==> src/rtl/muldiv_sequencer_pkg.sv <==
// Shared encodings for the RV32M multiply/divide sequencer: funct3 codes,
// FSM states and the ALU control codes the core's ALU decodes.
package muldiv_pkg;

  localparam logic [2:0] F3_MUL    = 3'b000;
  localparam logic [2:0] F3_MULH   = 3'b001;
  localparam logic [2:0] F3_MULHSU = 3'b010;
  localparam logic [2:0] F3_MULHU  = 3'b011;
  localparam logic [2:0] F3_DIV    = 3'b100;
  localparam logic [2:0] F3_DIVU   = 3'b101;
  localparam logic [2:0] F3_REM    = 3'b110;
  localparam logic [2:0] F3_REMU   = 3'b111;

  localparam logic [3:0] ALU_ADD = 4'b0000;
  localparam logic [3:0] ALU_SUB = 4'b0001;

  typedef enum logic [2:0] {S_IDLE, S_SETUP, S_RUN, S_FIX, S_DONE} state_t;

  function automatic logic signed_rs1(input logic [2:0] f3);
    return (f3 == F3_MULH) || (f3 == F3_MULHSU) || (f3 == F3_DIV) || (f3 == F3_REM);
  endfunction

  function automatic logic signed_rs2(input logic [2:0] f3);
    return (f3 == F3_MULH) || (f3 == F3_DIV) || (f3 == F3_REM);
  endfunction

endpackage

==> src/rtl/muldiv_sequencer_if.sv <==
// Core <-> sequencer bundle: launch/operands, borrowed ALU port and result.
interface muldiv_sequencer_if;
  logic        start;
  logic [2:0]  funct3;
  logic [31:0] rs1;
  logic [31:0] rs2;
  logic        kill;
  logic [31:0] alu_sum;
  logic        alu_req;
  logic [31:0] alu_a;
  logic [31:0] alu_b;
  logic [3:0]  alu_ctrl;
  logic        busy;
  logic        done;
  logic [31:0] result;

  modport master (output start, funct3, rs1, rs2, kill, alu_sum,
                  input  alu_req, alu_a, alu_b, alu_ctrl, busy, done, result);
  modport slave  (input  start, funct3, rs1, rs2, kill, alu_sum,
                  output alu_req, alu_a, alu_b, alu_ctrl, busy, done, result);
endinterface

==> src/rtl/muldiv_sequencer_cond_negate.sv <==
// Conditional two's-complement negation, used for sign handling outside the ALU.
module cond_negate #(
  parameter int W = 32
) (
  input  logic         neg,
  input  logic [W-1:0] din,
  output logic [W-1:0] dout
);
  assign dout = neg ? (~din + {{(W-1){1'b0}}, 1'b1}) : din;
endmodule

==> src/rtl/muldiv_sequencer.sv <==
// RV32M multi-cycle sequencer: 32 shift-add / restoring-divide steps driven
// through the core's shared ALU adder, with local sign conversion.
module muldiv_sequencer
  import muldiv_pkg::*;
(
  input  logic              clk,
  input  logic              rstn,
  muldiv_sequencer_if.slave bus
);

  state_t      state;
  logic [2:0]  f3;
  logic [31:0] op_a, op_b, hi, lo;
  logic [5:0]  cnt;

  logic        sa, sb, is_mul, is_rem, carry, no_borrow, fix_neg;
  logic [31:0] mag_a, mag_b, hi_n, lo_n, fix_res;
  logic [63:0] fix_in, fix_out;

  assign is_mul = ~f3[2];
  assign is_rem = (f3 == F3_REM) || (f3 == F3_REMU);
  assign sa     = op_a[31] & signed_rs1(f3);
  assign sb     = op_b[31] & signed_rs2(f3);

  cond_negate #(.W(32)) u_mag_a (.neg(sa), .din(op_a), .dout(mag_a));
  cond_negate #(.W(32)) u_mag_b (.neg(sb), .din(op_b), .dout(mag_b));

  // Remainder rides in the low half so a 64-bit negate also serves 32-bit fixes.
  assign fix_in  = is_rem ? {lo, hi} : {hi, lo};
  assign fix_neg = is_rem ? sa : (sa ^ sb);
  cond_negate #(.W(64)) u_fix (.neg(fix_neg), .din(fix_in), .dout(fix_out));

  always_comb begin
    carry     = (bus.alu_a[31] & bus.alu_b[31]) |
                ((bus.alu_a[31] | bus.alu_b[31]) & ~bus.alu_sum[31]);
    no_borrow = (bus.alu_a[31] & ~bus.alu_b[31]) |
                (~(bus.alu_a[31] ^ bus.alu_b[31]) & ~bus.alu_sum[31]);
    hi_n = hi;
    lo_n = lo;
    if (is_mul) begin
      if (lo[0]) {hi_n, lo_n} = {carry, bus.alu_sum, lo[31:1]};
      else       {hi_n, lo_n} = {1'b0, hi, lo[31:1]};
    end else if (hi[31] | no_borrow) begin
      hi_n = bus.alu_sum;
      lo_n = {lo[30:0], 1'b1};
    end else begin
      hi_n = bus.alu_a;
      lo_n = {lo[30:0], 1'b0};
    end
    case (f3)
      F3_MUL:                      fix_res = fix_out[31:0];
      F3_MULH, F3_MULHSU, F3_MULHU: fix_res = fix_out[63:32];
      default:                     fix_res = fix_out[31:0];
    endcase
  end

  always_ff @(posedge clk or negedge rstn) begin
    if (!rstn) begin
      state        <= S_IDLE;
      f3           <= F3_MUL;
      op_a         <= '0;
      op_b         <= '0;
      hi           <= '0;
      lo           <= '0;
      cnt          <= '0;
      bus.alu_req  <= 1'b0;
      bus.alu_a    <= '0;
      bus.alu_b    <= '0;
      bus.alu_ctrl <= ALU_ADD;
      bus.busy     <= 1'b0;
      bus.done     <= 1'b0;
      bus.result   <= '0;
    end else if (state != S_IDLE && bus.kill) begin
      state        <= S_IDLE;
      bus.alu_req  <= 1'b0;
      bus.alu_a    <= '0;
      bus.alu_b    <= '0;
      bus.alu_ctrl <= ALU_ADD;
      bus.busy     <= 1'b0;
      bus.done     <= 1'b0;
    end else begin
      case (state)
        S_IDLE: if (bus.start) begin
          state    <= S_SETUP;
          f3       <= bus.funct3;
          op_a     <= bus.rs1;
          op_b     <= bus.rs2;
          cnt      <= '0;
          bus.busy <= 1'b1;
        end
        S_SETUP: begin
          if (!is_mul && op_b == 32'd0) begin
            state      <= S_DONE;
            bus.done   <= 1'b1;
            bus.result <= is_rem ? op_a : 32'hFFFF_FFFF;
          end else if ((f3 == F3_DIV || f3 == F3_REM) &&
                       op_a == 32'h8000_0000 && op_b == 32'hFFFF_FFFF) begin
            state      <= S_DONE;
            bus.done   <= 1'b1;
            bus.result <= is_rem ? 32'd0 : 32'h8000_0000;
          end else begin
            state        <= S_RUN;
            hi           <= '0;
            lo           <= mag_a;
            bus.alu_req  <= 1'b1;
            bus.alu_a    <= is_mul ? 32'd0 : {31'd0, mag_a[31]};
            bus.alu_b    <= mag_b;
            bus.alu_ctrl <= is_mul ? ALU_ADD : ALU_SUB;
          end
        end
        S_RUN: begin
          hi <= hi_n;
          lo <= lo_n;
          // Next step's operand is prepared now so the ALU sees it registered.
          bus.alu_a <= is_mul ? hi_n : {hi_n[30:0], lo[30]};
          if (cnt == 6'd31) begin
            state        <= S_FIX;
            bus.alu_req  <= 1'b0;
            bus.alu_a    <= '0;
            bus.alu_b    <= '0;
            bus.alu_ctrl <= ALU_ADD;
          end else begin
            cnt <= cnt + 6'd1;
          end
        end
        S_FIX: begin
          state      <= S_DONE;
          bus.done   <= 1'b1;
          bus.result <= fix_res;
        end
        default: begin
          state    <= S_IDLE;
          bus.done <= 1'b0;
          bus.busy <= 1'b0;
        end
      endcase
    end
  end

endmodule
==> src/flat_wrapper.sv <==
// flat-port wrapper written by rule: the top's interface ports become plain ports
module muldiv_sequencer_flat import muldiv_pkg::*;
  (clk, rstn, bus_start, bus_funct3, bus_rs1, bus_rs2, bus_kill, bus_alu_sum, bus_alu_req, bus_alu_a, bus_alu_b, bus_alu_ctrl, bus_busy, bus_done, bus_result);
  muldiv_sequencer_if bus_i ();
  input  logic clk;
  input  logic rstn;
  input wire logic [$bits(bus_i.start)-1:0] bus_start;
  input wire logic [$bits(bus_i.funct3)-1:0] bus_funct3;
  input wire logic [$bits(bus_i.rs1)-1:0] bus_rs1;
  input wire logic [$bits(bus_i.rs2)-1:0] bus_rs2;
  input wire logic [$bits(bus_i.kill)-1:0] bus_kill;
  input wire logic [$bits(bus_i.alu_sum)-1:0] bus_alu_sum;
  output wire logic [$bits(bus_i.alu_req)-1:0] bus_alu_req;
  output wire logic [$bits(bus_i.alu_a)-1:0] bus_alu_a;
  output wire logic [$bits(bus_i.alu_b)-1:0] bus_alu_b;
  output wire logic [$bits(bus_i.alu_ctrl)-1:0] bus_alu_ctrl;
  output wire logic [$bits(bus_i.busy)-1:0] bus_busy;
  output wire logic [$bits(bus_i.done)-1:0] bus_done;
  output wire logic [$bits(bus_i.result)-1:0] bus_result;
  assign bus_i.start = bus_start;
  assign bus_i.funct3 = bus_funct3;
  assign bus_i.rs1 = bus_rs1;
  assign bus_i.rs2 = bus_rs2;
  assign bus_i.kill = bus_kill;
  assign bus_i.alu_sum = bus_alu_sum;
  assign bus_alu_req = bus_i.alu_req;
  assign bus_alu_a = bus_i.alu_a;
  assign bus_alu_b = bus_i.alu_b;
  assign bus_alu_ctrl = bus_i.alu_ctrl;
  assign bus_busy = bus_i.busy;
  assign bus_done = bus_i.done;
  assign bus_result = bus_i.result;
  muldiv_sequencer u_core (.clk(clk), .rstn(rstn), .bus(bus_i));
endmodule
==> config.mk <==
export PLATFORM = sky130hd
export DESIGN_NAME = muldiv_sequencer_flat
export DESIGN_NICKNAME = d
export VERILOG_FILES = /design/src/rtl/muldiv_sequencer_pkg.sv /design/src/rtl/muldiv_sequencer_if.sv /design/src/rtl/muldiv_sequencer_cond_negate.sv /design/src/rtl/muldiv_sequencer.sv /design/src/flat_wrapper.sv
export SDC_FILE = /design/constraint.sdc
export NUM_CORES = 1
export LEC_CHECK = 0
export CAP_MARGIN = 20
export CORE_ASPECT_RATIO = 1.25
export CORE_MARGIN = 2
export CORE_UTILIZATION = 41
export DETAILED_ROUTE_END_ITERATION = 7
export GPL_TIMING_DRIVEN = 0
export PLACE_DENSITY_LB_ADDON = 0.2
export SYNTH_ARGS = -nofsm -noshare
export SYNTH_HDL_FRONTEND = slang
export SYNTH_SLANG_ARGS = --single-unit
export TNS_END_PERCENT = 50
==> constraint.sdc <==
create_clock -name clk -period 5.9 [get_ports clk]
set_input_delay 0.59 -clock clk [delete_from_list [all_inputs] [get_ports clk]]
set_output_delay 0.59 -clock clk [all_outputs]
set_load 0.03 [all_outputs]
* After elaboration in Yosys (flattened, before gate mapping)
Index checks and enable logic that the tools add are counted.
** Cells by class
- Add/subtract/negate cells :: 4
- Eq/ne operators :: 24
- Muxes and demuxes :: 62
- Bitwise operators :: 19
- Reduce and logical (&&, ||, !) cells :: 30
** Operators by type and width (count)
- 32-bit two-way mux :: 25
- 32-bit case mux with 2 select lines :: 5
- 64-bit two-way mux :: 2
- 32-bit by 1-bit adder with 32-bit output (second input constant) :: 2
- 64-bit by 1-bit adder with 64-bit output (second input constant) :: 1
- 32-bit == test (second input constant) :: 2
- 32-bit inverter :: 2
- 64-bit inverter :: 1
- 32-bit logical NOT :: 1
- 4-bit two-way mux :: 4
- 3-bit two-way mux :: 5
- 1-bit two-way mux :: 13
- 3-bit by 2-bit == test with 1-bit output (second input constant) :: 4
- 6-bit two-way mux :: 2
- 3-bit case mux with 4 select lines :: 1
- 6-bit case mux with 2 select lines :: 1
- 4-bit AND reduction :: 3
- 3-bit == test (second input constant) :: 3
- 3-bit by 2-bit != test with 1-bit output (second input constant) :: 3
- 3-bit AND reduction :: 3
- 2-bit != test (second input constant) :: 4
- 4-bit case mux with 2 select lines :: 1
- 1-bit logical OR :: 7
- 6-bit by 1-bit adder with 6-bit output (second input constant) :: 1
- other kinds (18) :: 43
** Storage, ports and cells
- Register bits :: 243
- Input port bits :: 103
- Logic and storage cells :: 153

* Longest topological paths before layout
Gate-level depths: netlist (run 1).
- Depth in word-level cells :: 11
- Gate-level depth with buffers :: 18
- Gate-level depth less buffers :: 11

* Hierarchy
Synthesis (run 1) repeated with hierarchy kept, for this count alone.
** Unflattened totals
- Cells, all modules :: 1645
- Area total of the unflattened synthesis :: 15823.9 µm²
** Modules (own cells, without submodules)
- muldiv_sequencer :: times used 1, cells each 1250, area an instance 12739.7 µm², sequential area each 6005.8 µm²
- cond_negate at u_core.u_mag_a ... :: times used 2, cells each 99, area an instance 777.0 µm², sequential area each 0.0 µm²
- cond_negate at u_core.u_fix :: times used 1, cells each 197, area an instance 1530.2 µm², sequential area each 0.0 µm²

* Worst setup path after synthesis (run 1)
OpenSTA, ideal clock, no wires.
- Path kind :: register to register
- Start point :: register u_core.f3[2]
- End point :: register u_core.bus.result[18]
- Arrival :: 4.199 ns
- Setup slack :: 1.563 ns
- Stages on the path, launching flop included :: 19
- Path through :: dfrtp_1 -> buf_2 -> and2_1 -> buf_2 -> buf_2 -> buf_2 -> buf_1 -> clkbuf_1 -> mux2i_1 -> ha_1 -> nor3b_1 -> a22oi_1 -> or4_4 -> buf_2 -> nor3b_1 -> nand3_1 -> mux2_2 -> o21ai_0 -> a31oi_1
** Between the ends
- Word-level cells in the longest chain between the ends :: 10
** Ends and longest elaborated chain
- from (decl) :: RTL line muldiv_sequencer.sv:12 : logic [2:0] f3;
- from (signal assigned) :: RTL line muldiv_sequencer.sv:85 : f3 <= bus.funct3;
- branches (longest 10 deep; another with 64-bit by 1-bit adder with 64-bit output)
- to (signal assigned) :: RTL line muldiv_sequencer.sv:95 : bus.result <= is_rem ? op_a : 32'hFFFF_FFFF;
- to (signal assigned) :: RTL line muldiv_sequencer.sv:100 : bus.result <= is_rem ? 32'd0 : 32'h8000_0000;
- to (signal assigned) :: RTL line muldiv_sequencer.sv:129 : bus.result <= fix_res;
- to (decl) :: RTL line muldiv_sequencer_if.sv:20 : output alu_req, alu_a, alu_b, alu_ctrl, busy, done, result);
Several ways; the timed one is not identified.
A chain may end at the register's enable or synchronous reset.

* Worst setup path in the final report (run 1)
- Start point :: register u_core.f3[2]
- End point :: register u_core.bus.result[26]
The elaborated chain is that of the path after synthesis.

==> flow_summary.toml, run 1 <==
[run_status]
status = "finished, final reports clean"

[layout]
nets = 2219
area_delta_synth_final_pct = 22.1
fin_util = 0.504
layout-drive-gt1-share = 0.0912
fin_cells = 2632

[placement]
port_buffers = 202
gp_congestion = 1.02
place_inst = 2583
dp_hpwl_um = 57700

[global_routing]
grt_use_total = 0.355
grt_pass1_vias = 16500
grt_pass1_wl_um = 110000
grt_max_degree = 118
grt_antenna_before_repair = 2
grt-ovfl-total = 0

[sta]
min_period_ns = 5.63
setup_viol = 0
fmax_ghz = 0.178
finalHoldViolCount = 0
finClkSkew_ns = 0.0137
worst_pin_slew_ns = 1.15
min_period_over_period = 0.955
setup_tns_ns = 0
rsz0062_at_grt = "no"
maxSlewHeadroom = 0.226
slew_violations = 0

[yosys]
synthMuxAreaShare = 0.131
synth_edf_count = 0
async_reset_ff_frac = 1.00
post-synth-top-count-cell = "nand2_1"
post-synth-top-area-cell = "dfrtp_1"
synth_adder_area_share = 0.00609
synth_top_area_frac = 0.365
yosysWarnings = 0
synthCells = 1872
yosys_most_used_dff = "dfrtp_1"
ys_seq_area_frac = 0.365
avgSynthCellArea_um2 = 8.78
synth_compound_area_frac = 0.207
yosys.area_share.simple = 0.186
synth.distinct_cells = 87
synthTopCellsByCount = "nand2_1 (267), dfrtp_1 (240), o21ai_0 (164)"
synth-seq-cells = 240
syn-cell-area_mm2 = 0.0164
synth_top_family_by_area = "compound AO/OA/AOI/OAI gates"
netlist_top_cells_area = "dfrtp_1 (37%), mux2i_1 (8.3%), nand2_1 (6.1%)"
synthXorXnorAreaFrac = 0.0517

[clock_tree]
clock_latency_ns = 0.57
clock_sinks = 240
cts_setup_buffers = 0
tritoncts = "done"
cts.htree.levels = 1
clk_pin_slew_ns = 0.06
cts_buffer_depth = 3
cts_buffers = 27
clockRootBuffer = "clkbuf_16"

[drt]
drtAntennaViolNets = 0
wl_um = 74900
routed_via_density = 6.29
drc = 0
drt_pre_antenna_iters = 6
drt_iter0_drc = 1663
vias = 16500
avgRoutedWirePerCell_um = 28.4

[die]
core_area_mm2 = 0.0398
io-pin-count = 206
row_count = 82
fp.dieW_um = 183
dieArea_mm2 = 0.0417
die_h_um = 228
start_util = 0.413

[setup_path]
cp.required_ns = 6.34
path_common_cell = "buf_2"
cp_top_family = "simple AND/OR/NAND/NOR gates"
crit_type = "reg2reg"
path_cells = "buf_2 > and2_1 > buf_2 > buf_2 > buf_2 > clkbuf_2 > mux2i_1 > ha_1 > nor3b_1 > a22oi_1 > or4_4 > nor4b_2 > nand2_1 > or3_1 > a31oi_1 > o21ai_1"
cp_max_fo = 19
worstPathArrival_ns = 6.07
crit_path_end_kind = "flip-flop"
reg2reg_slack_ns = 0.27
max_stage_delay_ns = 0.60
cp-start-kind = "flip-flop"
cp_num_buf_inv = 5
cp_slowest_cell = "nor4b_2"

[power]
power_leakage_nw = 8.33
power.density_mw_per_mm2 = 485
p_total_w = 0.00974
irDropWorstVdd_uv = 276

[worst_hold_path]
hold_class = "reg2reg"

[flow_run]
cap_violations = 0
[routing by layer]
layer / vias up / track usage / routed length (um)
li1: 7307 / - / -
met1: 8234 / 0.447 / 29400
met2: 794 / 0.586 / 35500
met3: 210 / 0.0583 / 5620
met5: - / 0 / 13
met4: 2 / 0.179 / 4380
[what timing repair did]
| action | CTS | global route |
|---|---|---|
| endpoints found under the hold margin | 38 | 0 |
| resized for setup | 1 | 2 |
| hold buffers | 1 | 0 |
| endpoints found under the setup margin | 13 | 1 |
| pin swaps | 0 | 0 |
[layout by cell type (no fill, tap or decap), types with 8 or more instances in the layout]
master	synthesis	final
nand2_1	267	267
dfrtp_1	240	240
clkdlybuf4s50_1	0	201
o21ai_0	164	163
mux2i_1	136	136
nor2_1	125	125
clkbuf_1	107	114
a21oi_1	73	73
mux2_2	71	71
xnor2_1	51	51
xor2_1	46	46
a211oi_1	45	45
and2_1	40	40
nor3_1	35	35
o21ai_1	33	34
a32o_1	32	32
buf_2	31	31
a41o_1	30	30
clkbuf_16	0	27
o31ai_1	23	23
nand4_1	20	20
nor4bb_1	19	19
nor4_1	17	17
nand3_1	17	17
inv_1	16	16
buf_4	16	16
a31oi_1	15	15
or3_1	12	12
o22ai_1	12	12
buf_1	11	10
and3_1	10	10
o211ai_1	10	10
or4_1	8	8
buf_6	7	8
a211o_1	8	8
a22oi_1	8	8
ha_1	8	8
[cell families after synthesis]
kind of cell | Yosys count
buf+inv | 190
compound gates | 512
fa+ha+maj | 8
other cells | 1
xor+xnor | 97
flops | 240
mux | 207
simple gates | 617
[power breakdown]
| part | switching [W] | internal [W] | total (W) |
|---|---|---|---|
| Sequential | 0.000602 | 0.00209 | 0.00269 |
| Combinational | 0.00341 | 0.00190 | 0.00531 |
| Clock | 0.000733 | 0.00101 | 0.00174 |
[flip-flops by register name, indices dropped and copies added (netlist names), 3 cells and up]
name               flops
u_core.bus.alu_a      32
u_core.bus.alu_b      32
u_core.bus.result     32
u_core.cnt             6
u_core.f3              3
u_core.hi             32
u_core.lo             32
u_core.op_a           32
u_core.op_b           32
u_core.state           3
[area by class of cell]
cell class,count,area [um^2]
Fill cell,3858,19700
Multi-Input combinational cell,1444,9580
Sequential cell,240,6010
Timing Repair Buffer,206,2100
Buffer,171,795
Clock buffer,41,788
Tap cell,504,631
Clock inverter,7,98.8
Inverter,18,67.6
Antenna cell,1,2.50
[tightest hold or removal path: stages, from the launching register on]
cell and delay (ns):
dfrtp_1 0.35, nand2_1 0.05, o21ai_0 0.06
[final timing paths]
kind / startpoint / to / depth (start not counted)
min: u_core.bus.alu_b[22]$_DFFE_PN0P_ / u_core.bus.alu_b[22]$_DFFE_PN0P_ / 2
max: u_core.f3[2]$_DFFE_PN0P_ / u_core.bus.result[26]$_DFFE_PN0P_ / 16
max in group asynchronous: rstn / u_core.bus.alu_b[17]$_DFFE_PN0P_ / 3
max reg2reg: u_core.f3[2]$_DFFE_PN0P_ / u_core.bus.result[26]$_DFFE_PN0P_ / 16
min reg2reg: u_core.bus.alu_b[22]$_DFFE_PN0P_ / u_core.bus.alu_b[22]$_DFFE_PN0P_ / 2
min in group asynchronous: rstn / u_core.bus.result[16]$_DFFE_PN0P_ / 2
[through the flow]
stage | hold slack, ns | area (um^2) | worst slack (ns)
6_report | 0.485 | 20100 | 0.268
5_1_grt | 0.511 | 20100 | 0.00166
4_1_cts | 0.483 | 20100 | 0.0284
3_5_place_dp | 0.470 | 19200 | -0.822
3_3_place_gp | 0.464 | 19100 | -6.60
2_1_floorplan | 0.294 | 16400 | 1.56
Note: power is estimated with default switching activity, not from simulation.
==> run 2, diff against run 1 <==
CORE_ASPECT_RATIO = 1.4   (was 1.25)
GPL_TIMING_DRIVEN = not set   (was 0)
PLACE_DENSITY_LB_ADDON = not set   (was 0.2)
==> flow_summary.toml, run 2 (synthesis results as in run 1) <==
[drt]
drt_pre_antenna_iters = 5
drc = 0
avgRoutedWirePerCell_um = 25.9
vias = 15500
drtAntennaViolNets = 0
drt_iter0_drc = 1581
wl_um = 65100
routed_via_density = 6.17

[placement]
port_buffers = 202
dp_hpwl_um = 47000
gp_congestion = 0.962

[global_routing]
grt_max_degree = 104
grt-ovfl-total = 0
grt_use_total = 0.307
grt_pass1_wl_um = 97800
grt_pass1_vias = 15300
grt_antenna_before_repair = 0

[clock_tree]
cts.htree.levels = 1
cts_buffer_depth = 3
clock_sinks = 240
clock_latency_ns = 0.59
cts_buffers = 27
holdBufCountCts = 0
cts_setup_buffers = 0
clk_pin_slew_ns = 0.07
ctsResizeCount = 0
clockRootBuffer = "clkbuf_16"
tritoncts = "done"

[sta]
rsz0062_at_grt = "no"
setup_tns_ns = 0
fmax_ghz = 0.227
finalHoldViolCount = 0
worst_pin_slew_ns = 1.12
min_period_ns = 4.40
slew_violations = 0
timing.hold.ws_ns = 0.0316
min_period_over_period = 0.745
setup_viol = 0
maxSlewHeadroom = 0.253
finClkSkew_ns = 0.0327

[power]
switching_share = 0.480
power.internal_w = 0.00487
power_leakage_nw = 8.10
p_sw_w = 0.00449
p_total_w = 0.00935
power_frac_comb = 0.485
p_seq_frac = 0.328
clockPowerShare = 0.187
power.density_mw_per_mm2 = 479
irDropWorstVdd_uv = 288

[die]
row_count = 86
die_h_um = 241
fp.dieW_um = 173
core_area_mm2 = 0.0395
start_util = 0.416
io-pin-count = 206
dieArea_mm2 = 0.0417

[flow_run]
cap_violations = 0

[setup_path]
crit_type = "reg2reg"
max_stage_delay_ns = 0.90
crit_path_end_kind = "flip-flop"
cp_max_fo = 64
cp-start-kind = "flip-flop"
cp.required_ns = 6.35
cp_num_buf_inv = 0
cp_top_family = "simple AND/OR/NAND/NOR gates"
reg2reg_from = "u_core.f3[2]$_DFFE_PN0P_"
worstPathArrival_ns = 4.85
startpoint = "u_core.f3[2]$_DFFE_PN0P_"
path_cells = "and2_2 > mux2i_1 > ha_1 > nor3b_1 > a22oi_1 > or4_4 > nor4b_2 > nand2_1 > or3_1 > a31oi_1 > o21ai_1"
cp_slowest_cell = "dfrtp_4"

[layout]
nFillCells = 3797
final_common_cell = "nand2_1"
nets = 2077
most-common-layout-cells = "nand2_1 (266), dfrtp_1 (237), clkdlybuf4s50_1 (201)"
area_delta_synth_final_pct = 18.8
layout-drive-gt1-share = 0.0916
diodes = 0

[run_status]
status = "finished, final reports clean"

[worst_hold_path]
hold_class = "in2async"
-- run 2: cell types whose count changed in the layout (fill, tap and decap cells not counted), moves of 3 or more --
cell,delta
clkbuf_1,-111
buf_1,-10
clkinv_2,+5
buf_6,-7
clkbuf_8,-3
buf_4,+14
buf_2,-31
dfrtp_1,-3
-- run 2: worst register-to-register path, delay by kind of cell (launching register included) --
family                     cells  cell delay [ns]
adders and majority gates      1             0.24
and+or+nand+nor                6             2.44
DFF                            1             0.90
muxes                          1             0.28
AOI/OAI and AO/OA              3             0.41
-- run 2: per-layer routing --
metal / GRT usage / routed length [um] / share of wire
met5: 0 / 0 / 0
met4: 0.190 / 4460 / 0.068
met3: 0.0499 / 4420 / 0.068
met2: 0.510 / 30600 / 0.47
met1: 0.374 / 25700 / 0.39
-- run 2: area by class of cell --
type	instances	area (um^2)	share of cell area
Sequential cell	240	6010	0.308
Tap cell	528	661	0.0338
Inverter	18	67.6	0.00346
Multi-Input combinational cell	1444	9590	0.491
Timing Repair Buffer	235	2310	0.118
Clock buffer	33	728	0.0373
Clock inverter	16	168	0.00858
-- run 2: worst paths after layout --
path | to | cells after the start | slack (ns)
setup / recovery | u_core.bus.result[26]$_DFFE_PN0P_ | 11 | 1.50
hold / removal | u_core.bus.alu_b[23]$_DFFE_PN0P_ | 1 | 0.03
setup reg to reg | u_core.bus.result[26]$_DFFE_PN0P_ | 11 | 1.50
hold reg to reg | u_core.bus.result[14]$_DFFE_PN0P_ | 2 | 0.48
max in group asynchronous | u_core.op_b[8]$_DFFE_PN0P_ | 2 | 4.51
min in group clk | u_core.bus.result[14]$_DFFE_PN0P_ | 2 | 0.48
-- run 2: power by group through the flow --
stage / clock network, W / registers [W] / logic [W]
6_report: 0.00175 / 0.00307 / 0.00453
5_1_grt: 0.00184 / 0.00311 / 0.00486
4_1_cts: 0.00179 / 0.00302 / 0.00449
3_5_place_dp: 0 / 0.00305 / 0.00446
3_3_place_gp: 0 / 0.00305 / 0.00444
2_1_floorplan: 0 / 0.00281 / 0.00297
-- run 2: through the flow --
stage	setup slack, ns	instances	utilization	instance area (um^2)
after detailed placement	1.65	2465	0.472	18600
after floorplan	1.56	1874	-	16400
after CTS	1.62	2514	0.495	19500
final	1.50	2514	0.495	19500
after global placement	1.67	2463	0.471	18600
after global routing	1.28	2514	0.495	19500
==> run 3, diff against run 2 <==
clock period = 3.8 ns   (was 5.9 ns; I/O delays follow)
==> flow_summary.toml, run 3 (synthesis results as in run 1) <==
[global_routing]
grt_pass1_vias = 15600
grt_use_total = 0.321
grt-ovfl-total = 0
grt_antenna_before_repair = 2
grt_max_degree = 114
grt_pass1_wl_um = 102000

[drt]
avgRoutedWirePerCell_um = 26.1
drtAntennaViolNets = 0
drt_pre_antenna_iters = 5
vias = 15800
drc = 0
drt_iter0_drc = 1573
routed_via_density = 6.04
wl_um = 68100

[sta]
worst_pin_slew_ns = 1.05
slew_violations = 0
timing.hold.ws_ns = 0.379
setup_tns_ns = 0
maxSlewHeadroom = 0.300
min_period_over_period = 0.951
rsz0062_at_grt = "no"
min_period_ns = 3.61
finClkSkew_ns = 0.0206
setup_viol = 0
fmax_ghz = 0.277
finalHoldViolCount = 0

[die]
die_h_um = 241
start_util = 0.416
fp.dieW_um = 173
row_count = 86
dieArea_mm2 = 0.0417
core_area_mm2 = 0.0395
io-pin-count = 206

[worst_hold_path]
hp-start = "bus_rs2[0]"
min_path_cells = 3
hold_class = "in2reg"
min_to = "u_core.op_b[0]$_DFFE_PN0P_"

[clock_tree]
clockRootBuffer = "clkbuf_16"
clock_sinks = 240
cts_setup_buffers = 0
cts.htree.levels = 1
clk_pin_slew_ns = 0.06
clock_latency_ns = 0.56
cts_buffer_depth = 3
cts_buffers = 27
tritoncts = "done"

[power]
p_seq_frac = 0.296
p_sw_w = 0.00711
clockPowerShare = 0.175
power.density_mw_per_mm2 = 743
power_leakage_nw = 8.61
switching_share = 0.470
power.internal_w = 0.00803
irDropWorstVdd_uv = 520
power_frac_comb = 0.529

[layout]
nFillCells = 3777
most-common-layout-cells = "nand2_1 (266), dfrtp_1 (237), clkdlybuf4s50_1 (201)"
regArea_mm2 = 0.00601
area_delta_synth_final_pct = 23.8
final_common_cell = "nand2_1"
fin_util = 0.516
diodes = 0
nets = 2171
layout-drive-gt1-share = 0.131
multiInputGateArea_mm2 = 0.00962

[run_status]
status = "finished, final reports clean"

[placement]
dp_hpwl_um = 51000
gp_congestion = 0.979
port_buffers = 202

[setup_path]
reg2regPathDepth = 12
worst_r2r_endpoint = "u_core.bus.result[31]$_DFFE_PN0P_"
startpoint = "u_core.f3[2]$_DFFE_PN0P_"
reg2reg_slack_ns = 0.19
crit_type = "reg2reg"
cp.required_ns = 4.22
crit_path_end_kind = "flip-flop"
cp_max_fo = 78
worstPathArrival_ns = 4.03
cp-start-kind = "flip-flop"
reg2reg_from = "u_core.f3[2]$_DFFE_PN0P_"

[flow_run]
cap_violations = 0
run 3: cell types whose count changed in the layout (fill, tap and decap cells not counted), sizes merged:
cell	delta
buf	+93
clkbuf	+9
clkinv	-4
clkinvlp	-2
inv	-2
dlygate4sd3	+1
run 3: layout make-up:
cell class / instances / area share
multi-input combinational: 1444 / 0.472
clock buffer: 42 / 0.0384
clock inverter: 8 / 0.00492
tap: 528 / 0.0324
sequential: 240 / 0.295
timing repair buffer: 329 / 0.153
inverter: 18 / 0.00332
run 3: per-stage QoR:
stage / std cells / total power (W) / instance area, um^2 / worst slack [ns]
6_report: 2609 / 0.0151 / 20400 / 0.187
5_1_grt: 2609 / 0.0159 / 20400 / 0.00129
4_1_cts: 2609 / 0.0150 / 20400 / 0.0687
3_5_place_dp: 2558 / 0.0123 / 19500 / 0.132
3_3_place_gp: 2558 / 0.0124 / 19500 / 0.0748
2_1_floorplan: 1874 / 0.00899 / 16500 / 0.0237
run 3: power by group through the flow:
| stage | registers [W] | clock network (W) | logic [W] |
|---|---|---|---|
| after floorplan | 0.00436 | 0 | 0.00464 |
| after global placement | 0.00444 | 0 | 0.00792 |
| after detailed placement | 0.00445 | 0 | 0.00789 |
| after CTS | 0.00442 | 0.00269 | 0.00793 |
| after global routing | 0.00454 | 0.00279 | 0.00856 |
| final | 0.00447 | 0.00265 | 0.00801 |
run 3: how the worst max path moves through the flow:
| stage | end | slack (ns) | cells past startpoint |
|---|---|---|---|
| final | u_core.bus.result[31]$_DFFE_PN0P_ | 0.19 | 12 |
| after floorplan | u_core.bus.result[24]$_DFFE_PN0P_ | 0.02 | 17 |
| after detailed placement | u_core.bus.result[31]$_DFFE_PN0P_ | 0.13 | 12 |
| after CTS | u_core.bus.result[31]$_DFFE_PN0P_ | 0.07 | 12 |
| after global routing | u_core.bus.result[18]$_DFFE_PN0P_ | 0.001 | 12 |
| after global placement | u_core.bus.result[29]$_DFFE_PN0P_ | 0.07 | 11 |
run 3: per-layer routing:
metal  vias up  routed length [um]  track usage
met5         -                  26            0
met4         4                4330        0.181
met3       193                3810       0.0399
met2       633               33200        0.554
met1      7727               26700        0.389
li1       7202                   -            -
run 3: critical path, stage by stage (launching register included):
cell and delay [ns]:
dfrtp_4 0.43, buf_12 0.29, nor4bb_1 0.47, o2bb2ai_1 0.32, nor4_4 0.44, buf_4 0.20, nand4b_2 0.16, buf_4 0.19
nor4_1 0.41, buf_4 0.22, nor4_1 0.04, a31oi_1 0.15, a211oi_1 0.09
run 3: timing repair:
action	4_1_cts	5_1_grt
hold buffers	1	0
gates resized for setup	0	2
endpoints found under the setup margin	0	8
hold endpoints to repair	75	0
